--- src/rtl/bnn_pkg.sv ---
// Shared types for the binarized-neuron accumulator.
//   ACC_W        accumulator / result width (signed)
//   acc_t        signed accumulator word
//   neuron_res_t one queued result: binarized bit plus saturated total
//   sat_res_t    return type of sat_add: saturated sum plus overflow flag
//   sat_add      signed add of two acc_t values, clamped to the acc_t range
package bnn_pkg;

    localparam int ACC_W = 24;

    typedef logic signed [ACC_W-1:0] acc_t;

    typedef struct packed {
        logic bit_o;
        acc_t sum;
    } neuron_res_t;

    typedef struct packed {
        acc_t sum;
        logic ovf;
    } sat_res_t;

    // The sum is formed one bit wider. When its top two bits disagree, the
    // true result lies outside the acc_t range. Bit ACC_W then gives the
    // true sign, which selects the clamp direction.
    function automatic sat_res_t sat_add(acc_t a, acc_t b);
        logic [ACC_W:0] w;
        sat_res_t       r;
        w     = {a[ACC_W-1], a} + {b[ACC_W-1], b};
        r.ovf = w[ACC_W] ^ w[ACC_W-1];
        if (r.ovf) begin
            r.sum = w[ACC_W] ? {1'b1, {(ACC_W-1){1'b0}}} : {1'b0, {(ACC_W-1){1'b1}}};
        end else begin
            r.sum = w[ACC_W-1:0];
        end
        return r;
    endfunction

endpackage

--- src/rtl/bnn_neuron_accum_if.sv ---
// Bus between the add64 tree / result consumer and bnn_neuron_accum.
//   in_valid/in_last/in_ready  chunk issue handshake (in_ready is a credit)
//   tree_sum                   signed add64 output, WIDTH_IN+11 bits
//   threshold                  binarization threshold
//   out_valid/out_ready        result handshake
//   out_bit/out_sum            head-of-queue result
// The master modport drives upstream and downstream. The slave modport is the accumulator.
interface bnn_neuron_accum_if #(
    parameter int WIDTH_IN = 8
);
    import bnn_pkg::*;

    logic                        in_valid;
    logic                        in_last;
    logic                        in_ready;
    logic signed [WIDTH_IN+10:0] tree_sum;
    acc_t                        threshold;
    logic                        out_valid;
    logic                        out_ready;
    logic                        out_bit;
    acc_t                        out_sum;

    modport master (
        output in_valid, in_last, tree_sum, threshold, out_ready,
        input  in_ready, out_valid, out_bit, out_sum
    );

    modport slave (
        input  in_valid, in_last, tree_sum, threshold, out_ready,
        output in_ready, out_valid, out_bit, out_sum
    );

endinterface

--- src/rtl/bnn_sync_fifo.sv ---
// Generic synchronous FIFO with a first-word-fall-through head.
//   clk, rst  clock and synchronous active-high reset
//   push, din write port (ignored when full)
//   pop, dout read port; dout is the head taken combinationally from storage
//   count     number of entries held
//   empty     count == 0
//   full      count == DEPTH
// DEPTH must be a power of two, so the pointers wrap naturally.
module bnn_sync_fifo #(
    parameter type T     = logic,
    parameter int  DEPTH = 4
) (
    input  logic                    clk,
    input  logic                    rst,
    input  logic                    push,
    input  T                        din,
    input  logic                    pop,
    output T                        dout,
    output logic [$clog2(DEPTH):0]  count,
    output logic                    empty,
    output logic                    full
);

    localparam int AW = $clog2(DEPTH);

    T                mem_q [DEPTH];
    T                mem_d [DEPTH];
    logic [AW-1:0]   wr_ptr_q, wr_ptr_d;
    logic [AW-1:0]   rd_ptr_q, rd_ptr_d;
    logic [AW:0]     count_q, count_d;
    logic            do_push, do_pop;

    assign empty   = (count_q == '0);
    assign full    = (count_q == (AW+1)'(DEPTH));
    assign count   = count_q;
    assign dout    = mem_q[rd_ptr_q];
    assign do_push = push & ~full;
    assign do_pop  = pop & ~empty;

    always_comb begin
        mem_d    = mem_q;
        wr_ptr_d = wr_ptr_q;
        rd_ptr_d = rd_ptr_q;
        count_d  = count_q;
        if (do_push) begin
            mem_d[wr_ptr_q] = din;
            wr_ptr_d        = wr_ptr_q + AW'(1);
        end
        if (do_pop) begin
            rd_ptr_d = rd_ptr_q + AW'(1);
        end
        case ({do_push, do_pop})
            2'b10:   count_d = count_q + (AW+1)'(1);
            2'b01:   count_d = count_q - (AW+1)'(1);
            default: count_d = count_q;
        endcase
    end

    always_ff @(posedge clk) begin
        if (rst) begin
            for (int i = 0; i < DEPTH; i++) mem_q[i] <= '0;
            wr_ptr_q <= '0;
            rd_ptr_q <= '0;
            count_q  <= '0;
        end else begin
            mem_q    <= mem_d;
            wr_ptr_q <= wr_ptr_d;
            rd_ptr_q <= rd_ptr_d;
            count_q  <= count_d;
        end
    end

endmodule

--- src/rtl/bnn_neuron_accum.sv ---
// Accumulates add64 partial sums over a variable number of 64-input chunks per
// neuron. It binarizes the total against a threshold and queues {bit, sum}.
//   clk, rst  clock and synchronous active-high reset
//   bus       slave side of bnn_neuron_accum_if (issue credit, tree_sum,
//             threshold, result handshake)
//   sat_err   sticky flag; set when any accumulation has saturated since reset
// The tree cannot be stalled. in_ready is a credit, and it only lets a final
// chunk in when the FIFO has room for every final chunk still in flight.
module bnn_neuron_accum
    import bnn_pkg::*;
#(
    parameter int WIDTH_IN   = 8,
    parameter int TREE_LAT   = 3,
    parameter int FIFO_DEPTH = 4
) (
    input  logic                 clk,
    input  logic                 rst,
    bnn_neuron_accum_if.slave    bus,
    output logic                 sat_err
);

    localparam int TS_W = WIDTH_IN + 11;
    localparam int CW   = $clog2(FIFO_DEPTH) + 1;

    // {v,last} delay line, aligned with tree_sum at stage TREE_LAT-1
    logic [TREE_LAT-1:0]   vld_pipe_q, vld_pipe_d;
    logic [TREE_LAT-1:0]   last_pipe_q, last_pipe_d;

    acc_t                  acc_q, acc_d;
    logic                  first_q, first_d;
    logic                  sat_err_q, sat_err_d;

    logic signed [TS_W-1:0] ts;
    logic                  dv, dlast;
    sat_res_t              s;
    logic                  push;
    neuron_res_t           push_res, head;
    logic [CW-1:0]         fifo_count;
    logic                  fifo_empty, fifo_full;
    logic [7:0]            inflight_last;

    assign ts    = bus.tree_sum;
    assign dv    = vld_pipe_q[TREE_LAT-1];
    assign dlast = last_pipe_q[TREE_LAT-1];

    // Credit: each queued result and each final chunk in flight uses one slot.
    // This reads only registers, so it does not depend on in_valid or out_ready.
    always_comb begin
        inflight_last = '0;
        for (int i = 0; i < TREE_LAT; i++) begin
            inflight_last = inflight_last + 8'(vld_pipe_q[i] & last_pipe_q[i]);
        end
        bus.in_ready = (8'(fifo_count) + inflight_last) < 8'(FIFO_DEPTH);
    end

    always_comb begin
        vld_pipe_d[0]  = bus.in_valid & bus.in_ready;
        last_pipe_d[0] = bus.in_last;
        for (int i = 1; i < TREE_LAT; i++) begin
            vld_pipe_d[i]  = vld_pipe_q[i-1];
            last_pipe_d[i] = last_pipe_q[i-1];
        end
    end

    // first_q marks the start of a neuron. The old acc is ignored there, so
    // leftover values cannot leak into the next neuron.
    always_comb begin
        s         = sat_add(acc_t'(ts), first_q ? acc_t'(0) : acc_q);
        acc_d     = acc_q;
        first_d   = first_q;
        sat_err_d = sat_err_q;
        if (dv) begin
            acc_d   = s.sum;
            first_d = dlast;
            if (s.ovf) sat_err_d = 1'b1;
        end
        push           = dv & dlast;
        push_res.bit_o = (s.sum >= bus.threshold);
        push_res.sum   = s.sum;
    end

    always_ff @(posedge clk) begin
        if (rst) begin
            vld_pipe_q  <= '0;
            last_pipe_q <= '0;
            acc_q       <= '0;
            first_q     <= 1'b1;
            sat_err_q   <= 1'b0;
        end else begin
            vld_pipe_q  <= vld_pipe_d;
            last_pipe_q <= last_pipe_d;
            acc_q       <= acc_d;
            first_q     <= first_d;
            sat_err_q   <= sat_err_d;
        end
    end

    bnn_sync_fifo #(
        .T     (neuron_res_t),
        .DEPTH (FIFO_DEPTH)
    ) u_fifo (
        .clk   (clk),
        .rst   (rst),
        .push  (push),
        .din   (push_res),
        .pop   (bus.out_valid & bus.out_ready),
        .dout  (head),
        .count (fifo_count),
        .empty (fifo_empty),
        .full  (fifo_full)
    );

    // Outputs read zero while the queue is empty. This keeps idle outputs clean.
    assign bus.out_valid = ~fifo_empty;
    assign bus.out_bit   = fifo_empty ? 1'b0 : head.bit_o;
    assign bus.out_sum   = fifo_empty ? acc_t'(0) : head.sum;
    assign sat_err       = sat_err_q;

    // The credit rule guarantees a free slot for every final chunk that retires.
    a_no_push_full: assert property (@(posedge clk) disable iff (rst) !(push && fifo_full));

endmodule

--- src/flat_wrapper.sv ---
// flat-port wrapper written by rule: the top's interface ports become plain ports
module bnn_neuron_accum_flat import bnn_pkg::*;
#(
    parameter int WIDTH_IN   = 8,
    parameter int TREE_LAT   = 3,
    parameter int FIFO_DEPTH = 4
)
  (clk, rst, sat_err, bus_in_valid, bus_in_last, bus_tree_sum, bus_threshold, bus_out_ready, bus_in_ready, bus_out_valid, bus_out_bit, bus_out_sum);
  bnn_neuron_accum_if #(.WIDTH_IN(WIDTH_IN)) bus_i ();
  input  logic clk;
  input  logic rst;
  output logic sat_err;
  input wire logic [$bits(bus_i.in_valid)-1:0] bus_in_valid;
  input wire logic [$bits(bus_i.in_last)-1:0] bus_in_last;
  input wire logic [$bits(bus_i.tree_sum)-1:0] bus_tree_sum;
  input wire logic [$bits(bus_i.threshold)-1:0] bus_threshold;
  input wire logic [$bits(bus_i.out_ready)-1:0] bus_out_ready;
  output wire logic [$bits(bus_i.in_ready)-1:0] bus_in_ready;
  output wire logic [$bits(bus_i.out_valid)-1:0] bus_out_valid;
  output wire logic [$bits(bus_i.out_bit)-1:0] bus_out_bit;
  output wire logic [$bits(bus_i.out_sum)-1:0] bus_out_sum;
  assign bus_i.in_valid = bus_in_valid;
  assign bus_i.in_last = bus_in_last;
  assign bus_i.tree_sum = bus_tree_sum;
  assign bus_i.threshold = bus_threshold;
  assign bus_i.out_ready = bus_out_ready;
  assign bus_in_ready = bus_i.in_ready;
  assign bus_out_valid = bus_i.out_valid;
  assign bus_out_bit = bus_i.out_bit;
  assign bus_out_sum = bus_i.out_sum;
  bnn_neuron_accum #(.WIDTH_IN(WIDTH_IN), .TREE_LAT(TREE_LAT), .FIFO_DEPTH(FIFO_DEPTH)) u_core (.clk(clk), .rst(rst), .bus(bus_i), .sat_err(sat_err));
endmodule
--- config.mk ---
export PLATFORM = sky130hd
export DESIGN_NAME = bnn_neuron_accum_flat
export DESIGN_NICKNAME = d
export VERILOG_FILES = /design/src/rtl/bnn_pkg.sv /design/src/rtl/bnn_neuron_accum_if.sv /design/src/rtl/bnn_sync_fifo.sv /design/src/rtl/bnn_neuron_accum.sv /design/src/flat_wrapper.sv
export SDC_FILE = /design/constraint.sdc
export NUM_CORES = 1
export LEC_CHECK = 0
export CORE_MARGIN = 1.5
export CORE_UTILIZATION = 45
export DETAILED_ROUTE_END_ITERATION = 12
export SYNTH_ARGS = -nofsm -noshare
export SYNTH_HDL_FRONTEND = slang
export SYNTH_HIERARCHICAL = 1
export SYNTH_SLANG_ARGS = --single-unit
--- constraint.sdc ---
create_clock -name clk -period 10.45 [get_ports clk]
set_input_delay 2.09 -clock clk [delete_from_list [all_inputs] [get_ports clk]]
set_output_delay 2.09 -clock clk [all_outputs]
set_load 0.01 [all_outputs]
=== After elaboration in Yosys (flattened, before gate mapping) ===
Index checks and enable logic that the tools add are counted.

* Register bits after elaboration: 139
* Output and inout bits: 28
* Word-level logic and storage cells: 61
* Input port bits: 48

* Bitwise gates (word level): 13
* Reductions and logical operators: 4
* Mux-type cells: 12
* Magnitude comparators: 5
* Equality and inequality tests: 3
* $add $sub $neg: 8

{| class="wikitable"
|+ Operators by type and width
! kind !! count
|-
| $bwmux W100 || 1
|-
| $mux W24 || 4
|-
| $mux W25 || 3
|-
| $bmux W25 S2 || 1
|-
| $demux W25 S2 || 1
|-
| $add A19 B24 Y25 || 1
|-
| $ge A24 B24 Y1 || 1
|-
| $add A8 B8 Y8 || 2
|-
| $add A3 B8 Y8 || 1
|-
| $and A1 B1 Y1 || 8
|-
| $lt A8 B3 Y1 const B || 1
|-
| $ge A3 B3 Y1 const B || 2
|-
| $not A2 Y3 || 2
|-
| $pmux W3 S2 || 1
|-
| $add A2 B1 Y2 const B || 2
|-
| $add A3 B1 Y3 const B || 1
|-
| $eq A3 B3 Y1 const B || 1
|-
| $logic_not A3 Y1 || 1
|-
| $lt A3 B1 Y1 const B || 1
|-
| $sub A3 B1 Y3 const B || 1
|-
| $eq A2 B1 Y1 const B || 1
|-
| $eq A2 B2 Y1 const B || 1
|-
| $not A1 Y1 || 2
|-
| $reduce_and A2 Y1 || 1
|-
| other kinds (4) || 4
|}

=== Depth between registers and ports, before layout ===
* Word-level depth: 6
* Depth in mapped cells: 24
* Depth with buffers taken out: 22

=== Hierarchy ===
The synthesis kept the hierarchy.

{| class="wikitable"
|+ By module, submodules not included
! module !! cells an instance !! area an instance (µm²) !! seq. area each (µm²) !! times used
|-
| bnn_sync_fifo || 435 || 4988.5 || 2142.1 || 1
|-
| bnn_neuron_accum || 475 || 3524.6 || 640.6 || 1
|}

=== Worst setup path after synthesis ===
No wires, ideal clock.

* Path kind: input-to-reg
* From: in bus_tree_sum[0]
* To: reg u_core/u_fifo/mem_q[49] (netlist bit)
* Required time: 10324 ps
* Path buffers: 1
* Library setup time: 126 ps
* Slack: 4507 ps
* Arrival time: 5817 ps
* Stages on the path: 21
* Cells stage by stage: ha_1 -> fa_1 -> a211oi_1 -> nor3_1 -> o21ai_1 -> a21oi_2 -> nor3_4 -> mux2_2 -> buf_2 -> nor2_1 -> ha_1 -> a21o_1 -> a21o_1 -> a21oi_1 -> o21ai_0 -> a221o_1 -> nor3_1 -> xnor2_1 -> nand2_1 -> nand2b_1 -> mux2i_1

{| class="wikitable"
|+ RTL lines
! element !! line !! RTL
|-
| from (decl) || flat_wrapper.sv:15 || <nowiki>input wire logic [$bits(bus_i.tree_sum)-1:0] bus_tree_sum;</nowiki>
|-
| to (signal assigned) || bnn_sync_fifo.sv:66 || <nowiki>mem_q <= mem_d;</nowiki>
|-
| to (decl) || bnn_sync_fifo.sv:26 || <nowiki>T mem_q [DEPTH];</nowiki>
|}

==> impl_metrics.env <==
export IMPL_grt_pass1_wl_um=33000
export IMPL_relSlewSlack=0.325
export IMPL_worst_r2r_startpoint="u_core/first_q"
export IMPL_cellPowerDensity_mw_per_mm2=128
export IMPL_layout_cells_most_common_list="137 x dfxtp_1, 128 x nand2b_1, 101 x mux2i_1"
export IMPL_clockBufferDepth=2
export IMPL_yosys_warnings=6
export IMPL_dr_pass1_iters=5
export IMPL_grt_util_all_layers=0.214
export IMPL_reg2reg_slack_ns=5.15
export IMPL_clock_sink_count=139
export IMPL_insertedDiodeCount=0
export IMPL_dieWidth_um=141
export IMPL_postSynthAreaPerCell_um2=9.36
export IMPL_antenna_violating_nets_post_route=0
export IMPL_final_common_cell="dfxtp_1"
export IMPL_number_of_clock_buffers_inserted_by_tritoncts=17
export IMPL_timing_critical_path_required_ns=10.73
export IMPL_worstMarginPinSlew_ns=1.01
export IMPL_number_of_buffers_inserted_by_post_cts_setup_repair=0
export IMPL_avgViaCountPerCell=5.30
export IMPL_timing_critical_path_fanout_max=4
export IMPL_reg2reg_depth=22
export IMPL_whs_endpoint="u_core/acc_q[12]"
export IMPL_timing_hold_ws_ns=0.445
export IMPL_reg2reg_to="u_core/u_fifo/mem_q[49]"
export IMPL_core_area_mm2=0.0186
export IMPL_max_freq_ghz=0.150
export IMPL_tritoncts="done"
export IMPL_post_cts_resize_count=0
export IMPL_grt_pass1_vias=6362
export IMPL_critPathCaptureType="flop"
export IMPL_io_port_bufs=75
export IMPL_report_final_setup_viol=0
export IMPL_cts_hold_repair_buffers=0
export IMPL_grt_setup_unrepaired="no"
export IMPL_floorplan_initialDensity=0.456
export IMPL_place_detailed_hpwl_um=14000
export IMPL_start_kind="primary input"
export IMPL_syn_cell_area_mm2=0.00851
export IMPL_timing_hold_violations_final=0
export IMPL_worst_skew_pair_late_latency_ns=0.43
export IMPL_area_growth_synth_to_final_pct=16.9
export IMPL_avgRoutedWirePerCell_um=16.9
export IMPL_routed_wirelength_um=20400
export IMPL_clkTransAtPathRegs_ns=0.07
export IMPL_post_route_cells_drive_above_1_share=0.0874
export IMPL_crit_arrival_ns=6.96
export IMPL_cap_violations=0
export IMPL_post_synth_inst_count=909
export IMPL_total_number_of_placement_rows=50
export IMPL_hold_path_startpoint="u_core/acc_q[12]"
export IMPL_hold_depth=2
export IMPL_vdd_drop_max_uv=114
export IMPL_drv_slew=0
export IMPL_final_min_clock_period_ns=6.68
export IMPL_cell_chosen_for_the_clock_root="clkbuf_16"
export IMPL_globalplace_congestion=0.894
export IMPL_result_of_the_run="finished, final reports clean"
export IMPL_finClkSkew_ns=0.0173
export IMPL_starting_drt_drc_count=326
export IMPL_holdCritPathClass="reg2reg"
export IMPL_routed_via_count=6392
export IMPL_tns_ns=0
export IMPL_grt_max_degree=107
export IMPL_chipHeight_um=141
export IMPL_fin_crit_share=0.640
export IMPL_postSynthNetCount=1014
export IMPL_layout_nets=1066
export IMPL_crit_type="in2reg"
export IMPL_h_tree_depth=4
export IMPL_p_leak_nw=4.28
export IMPL_grt_overflow=0
export IMPL_detail_route_drc_violations=0
export IMPL_ios=76
export IMPL_dieArea_mm2=0.0197
export IMPL_number_of_antenna_violations_at_the_first_check_in_global_routing=0
## worst max-delay path by stage
stage,slack (ns),to,startpoint,cells past startpoint
4_1_cts,3.87,u_core/u_fifo/mem_q[24],bus_tree_sum[0],21
2_1_floorplan,4.51,u_core/u_fifo/mem_q[49],bus_tree_sum[0],21
5_1_grt,3.58,u_core/u_fifo/mem_q[24],bus_tree_sum[0],21
3_3_place_gp,3.38,u_core/u_fifo/mem_q[24],bus_tree_sum[0],21
3_5_place_dp,3.44,u_core/u_fifo/mem_q[24],bus_tree_sum[0],21
6_report,3.77,u_core/u_fifo/mem_q[49],bus_tree_sum[0],21
## area by class of cell
cell class,instances,area [um^2]
clock inverter,12,164
inverter,43,161
clock buffer,19,433
fill,1750,8700
timing repair buffer,80,786
sequential,139,2790
tap,234,293
multi-input combinational,680,5320
## critical path, cell delays in order
cell and delay [ns]:
clkdlybuf4s50_1 0.40, ha_1 0.22, fa_1 0.43, a211oi_1 0.34, nor3_1 0.14, o21ai_1 0.24
nand2_1 0.12, a31oi_1 0.31, mux2_2 0.38, o21ai_1 0.17, nand2_1 0.11, ha_1 0.33
nand4_1 0.13, nor4_1 0.64, o21ai_0 0.23, o211ai_1 0.13, nor3_1 0.08, xnor2_1 0.15
nand2_1 0.07, nand2b_1 0.14, mux2i_1 0.08
## routing by layer
metal | global-route usage | share of wire
met5 | 0 | 0
met4 | 0.0751 | 0.019
met3 | 0.0379 | 0.035
met2 | 0.347 | 0.46
met1 | 0.286 | 0.48
## registers in the layout (all words and copies together) (netlist names)
| signal | flops |
|---|---|
| u_core/last_pipe_q | 3 |
| u_core/u_fifo/wr_ptr_q | 2 |
| u_core/acc_q | 24 |
| u_core/u_fifo/count | 3 |
| u_core/sat_err | 1 |
| u_core/u_fifo/mem_q | 100 |
| u_core/first_q | 1 |
| u_core/vld_pipe_q | 3 |
| u_core/u_fifo/rd_ptr_q | 2 |
## where the power goes
part	switching (W)	internal, W	total, W
Sequential	0.00000229	0.000534	0.000536
Clock	0.000250	0.000378	0.000628
Combinational	0.0000612	0.0000523	0.000113
## through the flow
step | total power (W) | instance area, um^2 | setup WS (ns) | util | instances
after floorplan | 0.000618 | 8510 | 4.51 | - | 909
after global placement | 0.000661 | 9350 | 3.38 | 0.501 | 1176
after detailed placement | 0.000660 | 9350 | 3.44 | 0.501 | 1176
after CTS | 0.00129 | 9940 | 3.87 | 0.533 | 1207
after global routing | 0.00133 | 9940 | 3.58 | 0.533 | 1207
final | 0.00128 | 9940 | 3.77 | 0.533 | 1207
(Power assumes the default switching activity.)
